===== config.mk =====
export PLATFORM = sky130hd
export DESIGN_NAME = aes_round_ctrl
export DESIGN_NICKNAME = d
export VERILOG_FILES = /design/src/rtl/aes_pkg.sv /design/src/rtl/aes_round_cnt.sv /design/src/rtl/aes_round_ctrl.sv
export SDC_FILE = /design/constraint.sdc
export NUM_CORES = 1
export LEC_CHECK = 0
export BUFFER_PORTS_ARGS = -buffer_cell sky130_fd_sc_hd__buf_2
export CAP_MARGIN = 10
export CORE_MARGIN = 10
export CORE_UTILIZATION = 56
export DETAILED_ROUTE_END_ITERATION = 10
export PLACE_DENSITY_LB_ADDON = 0.2
export REMOVE_ABC_BUFFERS = 1
export SLEW_MARGIN = 25
export SYNTH_ARGS = -nofsm -noshare
export SYNTH_HDL_FRONTEND = slang
export SYNTH_SLANG_ARGS = --single-unit

===== constraint.sdc =====
create_clock -name i_clock -period 3.98 [get_ports i_clock]
set_clock_uncertainty 0.05 [all_clocks]
set_input_delay 0.199 -clock i_clock [delete_from_list [all_inputs] [get_ports i_clock]]
set_output_delay 0.199 -clock i_clock [all_outputs]
set_load 0.005 [all_outputs]

===== src/rtl/aes_pkg.sv =====
// Shared AES round-controller definitions: FSM states, key-length codes,
// default round counts and the key-length to round-count mapping.
package aes_pkg;

   // FSM states of the round controller; 3'd7 is the only illegal code
   typedef enum logic [2:0] {
      S_IDLE = 3'd0,
      S_LOAD = 3'd1,
      S_SUB  = 3'd2,
      S_ROW  = 3'd3,
      S_COL  = 3'd4,
      S_ARK  = 3'd5,
      S_OUT  = 3'd6
   } state_t;

   // key_len encodings
   localparam logic [1:0] KL_128  = 2'b00;
   localparam logic [1:0] KL_192  = 2'b01;
   localparam logic [1:0] KL_256  = 2'b10;
   localparam logic [1:0] KL_RSVD = 2'b11;

   // default round counts
   localparam int NR_128_DFLT = 10;
   localparam int NR_192_DFLT = 12;
   localparam int NR_256_DFLT = 14;

   // Round count for a key length; the reserved code falls back to AES-128
   function automatic int nr_for_key_len(input logic [1:0] key_len,
                                         input int nr128,
                                         input int nr192,
                                         input int nr256);
      case (key_len)
         KL_192:  return nr192;
         KL_256:  return nr256;
         default: return nr128;
      endcase
   endfunction

endpackage


===== src/rtl/aes_round_cnt.sv =====
// Round counter with synchronous clear/increment, the latched round count
// for the current operation and the last-round flag.
module aes_round_cnt
   import aes_pkg::*;
#(
   parameter int CNT_W = 4
) (
   input  logic             i_clock,
   input  logic             i_reset,
   input  logic             i_clr,
   input  logic             i_inc,
   input  logic [CNT_W-1:0] i_nr,
   output logic [CNT_W-1:0] o_r,
   output logic [CNT_W-1:0] o_nr,
   output logic             o_last
);

   logic [CNT_W-1:0] r_r;
   logic [CNT_W-1:0] r_nr;

   // Clear loads the new round count; increment steps to the next round
   always_ff @(posedge i_clock or posedge i_reset) begin
      if (i_reset) begin
         r_r  <= '0;
         r_nr <= '0;
      end else if (i_clr) begin
         r_r  <= '0;
         r_nr <= i_nr;
      end else if (i_inc) begin
         r_r  <= r_r + {{(CNT_W-1){1'b0}}, 1'b1};
      end
   end

   assign o_r    = r_r;
   assign o_nr   = r_nr;
   assign o_last = (r_r == r_nr);

endmodule


===== src/rtl/aes_round_ctrl.sv =====
// AES round sequencer: walks LOAD and then SUB/ROW/COL/ARK per round in
// encrypt or decrypt order and drives Moore-decoded datapath strobes.
module aes_round_ctrl
   import aes_pkg::*;
#(
   parameter int NR_128 = NR_128_DFLT,
   parameter int NR_192 = NR_192_DFLT,
   parameter int NR_256 = NR_256_DFLT,
   parameter int CNT_W  = 4
) (
   input  logic             i_clock,
   input  logic             i_reset,
   input  logic             i_start,
   input  logic             i_decrypt,
   input  logic [1:0]       i_key_len,
   input  logic             i_abort,
   input  logic             i_out_ready,
   output logic             o_busy,
   output logic             o_init,
   output logic             o_is_round0,
   output logic             o_en_sub,
   output logic             o_en_row,
   output logic             o_en_col,
   output logic             o_en_ark,
   output logic             o_en_dout,
   output logic             o_inv,
   output logic [CNT_W-1:0] o_key_idx,
   output logic             o_out_valid,
   output logic             o_cfg_err
);

   state_t           r_state;
   state_t           w_next_state;
   logic             r_inv;
   logic             w_can_start;
   logic             w_accept;
   logic             w_inc;
   logic [CNT_W-1:0] w_r;
   logic [CNT_W-1:0] w_nr;
   logic             w_last;
   logic [CNT_W-1:0] w_nr_sel;

   assign w_nr_sel = CNT_W'(nr_for_key_len(i_key_len, NR_128, NR_192, NR_256));

   aes_round_cnt #(.CNT_W(CNT_W)) u_round_cnt (
      .i_clock (i_clock),
      .i_reset (i_reset),
      .i_clr   (w_accept),
      .i_inc   (w_inc),
      .i_nr    (w_nr_sel),
      .o_r     (w_r),
      .o_nr    (w_nr),
      .o_last  (w_last)
   );

   // State register
   always_ff @(posedge i_clock or posedge i_reset) begin
      if (i_reset) begin
         r_state <= S_IDLE;
      end else begin
         r_state <= w_next_state;
      end
   end

   // Mode latch: sampled only when a new operation is accepted
   always_ff @(posedge i_clock or posedge i_reset) begin
      if (i_reset) begin
         r_inv <= 1'b0;
      end else if (w_accept) begin
         r_inv <= i_decrypt;
      end else begin
         r_inv <= r_inv;
      end
   end

   // Next-state, round-counter control and Moore strobe decode
   always_comb begin
      w_next_state = r_state;
      w_can_start  = 1'b0;
      w_inc        = 1'b0;
      o_is_round0  = 1'b0;
      o_en_sub     = 1'b0;
      o_en_row     = 1'b0;
      o_en_col     = 1'b0;
      o_en_ark     = 1'b0;
      o_en_dout    = 1'b0;
      o_out_valid  = 1'b0;
      o_key_idx    = '0;
      case (r_state)
         S_IDLE: begin
            w_can_start = 1'b1;
         end
         S_LOAD: begin
            o_is_round0  = 1'b1;
            o_en_ark     = 1'b1;
            w_inc        = 1'b1;
            o_key_idx    = r_inv ? w_nr : {CNT_W{1'b0}};
            w_next_state = r_inv ? S_ROW : S_SUB;
         end
         S_SUB: begin
            o_en_sub     = 1'b1;
            w_next_state = r_inv ? S_ARK : S_ROW;
         end
         S_ROW: begin
            o_en_row = 1'b1;
            if (r_inv) begin
               w_next_state = S_SUB;
            end else begin
               w_next_state = w_last ? S_ARK : S_COL;
            end
         end
         S_COL: begin
            o_en_col = 1'b1;
            // decrypt rounds end on COL, encrypt rounds continue to ARK
            if (r_inv) begin
               w_inc        = 1'b1;
               w_next_state = S_ROW;
            end else begin
               w_next_state = S_ARK;
            end
         end
         S_ARK: begin
            o_en_ark  = 1'b1;
            o_key_idx = r_inv ? (w_nr - w_r) : w_r;
            if (w_last) begin
               o_en_dout    = 1'b1;
               w_next_state = S_OUT;
            end else if (r_inv) begin
               w_next_state = S_COL;
            end else begin
               w_inc        = 1'b1;
               w_next_state = S_SUB;
            end
         end
         S_OUT: begin
            o_out_valid = 1'b1;
            w_can_start = i_out_ready;
            if (i_out_ready) begin
               w_next_state = S_IDLE;
            end else begin
               w_next_state = S_OUT;
            end
         end
         default: begin
            w_next_state = S_IDLE;
         end
      endcase

      w_accept = w_can_start && i_start && !i_abort && !i_reset;

      // abort wins over everything, including a start in the same cycle
      if (i_abort) begin
         w_next_state = S_IDLE;
         w_inc        = 1'b0;
      end else if (w_accept) begin
         w_next_state = S_LOAD;
      end else begin
         w_next_state = w_next_state;
      end
   end

   assign o_busy    = (r_state != S_IDLE);
   assign o_inv     = r_inv;
   assign o_init    = w_accept;
   assign o_cfg_err = w_accept && (i_key_len == KL_RSVD);

endmodule

==> results by group <==
Run status
  – Outcome: complete, no violations

Global route
  – Remaining global-route overflow: 0
  – Vias in the first global route: around 830
  – Total GRT Usage: 0.124
  – Largest net degree at the start of global routing: 24
  – First-pass GRT wire length: approximately 3600 µm
  – Initial antenna violation count: 0

Placement
  – Placed wire-length estimate: ~1700 µm
  – PortBufs: 22
  – Routability-driven placement congestion ratio: between 0.7 and 0.8
  – Post-place instance area: between 0.001 and 0.0015 mm²

Logic synthesis
  – Post-synth top flop: dfrtp_1
  – Yosys warning count: 0
  – Synth Cell Area: 968 µm²
  – Seq/Total Area, Yosys: 0.284
  – Mean Syn Cell Area: roughly 8.3 µm²
  – Post-synthesis cell count: about 120
  – Seq cells post-synth: 11
  – Synth unique cells: 45
  – Asr flop ratio synth: 1.00
  – EDFF count, synth: 0

Setup path
  – Worst path max stage delay: around 0.61 ns
  – Worst R2R Path Depth: 3
  – Capturing point of the worst reg2reg path: o_inv
  – RR Startpoint: r_state[2]
  – Setup CP Type: flip-flop to primary output
  – CP Launch Point: r_state[2]
  – Crit-path slowest cell: dfrtp_1
  – End of the critical path: o_cfg_err
  – Crit-path max FO: 23
  – FF-to-FF setup slack: slightly above 2 ns
  – Worst Path Arrival: ~2 ns
  – Worst Setup End Kind: primary output
  – Setup crit start kind: flip-flop
  – Crit-path cells: and4b_1 > o2111ai_2 > inv_1 > and2_1 > buf_2
  – CP required: ~3.7 ns

CTS
  – H-Tree Level Count: 1
  – CTS Buffer Depth: 2
  – Clock slew at reported path FFs: approximately 0.06 ns
  – CTS buffer count: 3
  – CTS tree: done
  – Post-CTS setup buffers: 0
  – Worst skew pair latency: 0.27 ns
  – # clock sinks: 11
  – Root Buffer: clkbuf_4

Timing
  – Max frequency: between 0.4 and 0.5 GHz
  – Final hold vios: 0
  – Rel. slew slack: 0.575
  – Final setup fails: 0
  – RSZ-0062 raised after global routing: no
  – Minimum clock period: around 2.3 ns
  – Fin Setup TNS: 0 ns
  – Slew Limit Fails: 0
  – Tcrit/Tclk final: 0.579
  – Slew @ Worst Pin: roughly 0.64 ns

Cells and area
  – Post-route cell area: about 0.0011 mm²
  – Antenna diode count: 0
  – Commonest non-fill, non-tap cells in the layout: buf_2, nand2_1, inv_1
  – Layout Nets: 153
  – Layout cells sized above 1: 0.255
  – P&R area growth vs syn: 13.2%
  – Leading cell type in the layout, fill and taps excluded: buf_2

Routing
  – Via count: approximately 910
  – Avg WL per Cell: between 10 and 15 µm
  – Drc violations: 0
  – Post-route ant nets: 0
  – 1st-pass router iterations: 4
  – Initial DRC count: 29
  – DR vias/cell: approximately 5.9
  – DRT Wirelength: 2110 µm

Floorplanning
  – Die width: just over 60 µm
  – Core region area: about 0.0016 mm²
  – Initial Utilization: 0.614
  – Die area: ~0.0038 mm²
  – Die Y: between 60 and 70 µm
  – Top Ports: 23
  – Num rows: 14

Pwr
  – LEAKAGE: 0.604 nW
  – Worst vdd ir: between 0.2 and 0.3 mV
  – Pwr/cell area: 394 mW/mm²

Hold path
  – Hold Startpoint: i_decrypt
  – Worst Hold Class: primary input to flip-flop

Run
  – Max capacitance violation total: 0
[registers in the layout, indices dropped and copies added, names as in the netlist]
register,flops
o_inv,1
r_state,3
u_round_cnt.o_r,4
u_round_cnt.o_nr,3
[layer usage]
layer  up-vias  global-route usage  wire length [µm]
met2        24               0.190              1030
li1        449                   -                 -
met1       428               0.156               912
met4         0              0.0764                29
met5         -                   0                 0
met3         4              0.0226               133
[what timing repair did]
item | CTS | global route
gates resized for setup | 0 | 0
hold buffers | 1 | 0
hold endpoints to repair | 11 | 0
[cell type report]
class                   count  area, µm²
flip-flops and latches     11        275
repair buffers             23        120
clock buffers               4       26.3
multi-input cells          86        606
well taps                  16       20.0
inverters                  13       48.8
fillers                   122        480
[cells by family (layout without fill, tap and decap cells)]
group	count (synthesis)	count (layout)	share of synthesized area
XOR/XNOR	2	2	0.0181
AND/OR/NAND/NOR	46	46	0.257
multiplexers	6	6	0.0633
AO/OA/AOI/OAI	25	25	0.189
flip-flops	11	11	0.284
adder cells (fa/ha/maj)	7	7	0.0982
buffers and inverters	19	40	0.0904
[critical path: cells and delay by family, from the launching register on]
| family | cells | cell delay, ns |
|---|---|---|
| AO/OA/AOI/OAI | 1 | 0.44 |
| buffers and inverters | 2 | 0.23 |
| flip-flops | 1 | 0.61 |
| AND/OR/NAND/NOR | 2 | 0.51 |
[cell usage after synthesis (2+ instances only)]
cell type / number / share of area
a21oi_1: 5 / 0.026
and3_1: 3 / 0.019
buf_4: 2 / 0.015
clkbuf_1: 2 / 0.0078
dfrtp_1: 11 / 0.28
ha_1: 6 / 0.078
inv_1: 12 / 0.047
mux2i_1: 5 / 0.052
nand2_1: 13 / 0.050
nand3b_1: 2 / 0.015
nand4_1: 2 / 0.013
nor2_1: 9 / 0.035
nor3_1: 2 / 0.010
nor3b_1: 2 / 0.015
nor4_1: 2 / 0.013
o211a_1: 2 / 0.021
o211ai_1: 2 / 0.015
o21ai_1: 7 / 0.036
[per-stage QoR]
step            util  worst slack [ns]  hold slack [ns]  power, W  cells
2_1_floorplan      -              2.24           0.0164  0.000306    110
4_1_cts        0.695              1.66           0.0933  0.000438    153
6_report       0.695              1.68           0.0991  0.000432    153
5_1_grt        0.695              1.45            0.103  0.000480    153
3_5_place_dp   0.672              1.95            0.163  0.000363    148
3_3_place_gp   0.672              2.00            0.161  0.000355    148
[worst min-delay path by stage]
stage / end / cells after the start
3_3_place_gp: r_state[1] / 2
3_5_place_dp: r_state[1] / 2
2_1_floorplan: o_inv / 1
5_1_grt: o_inv / 2
4_1_cts: o_inv / 2
6_report: o_inv / 2
[power by group]
part	leakage, nW	switching, W	internal (W)
Sequential	0.139	0.0000422	0.000134
Clock	0.0150	0.0000348	0.0000387
Combinational	0.450	0.000100	0.0000818
Total	0.604	0.000177	0.000255
(Power assumes the default switching activity.)
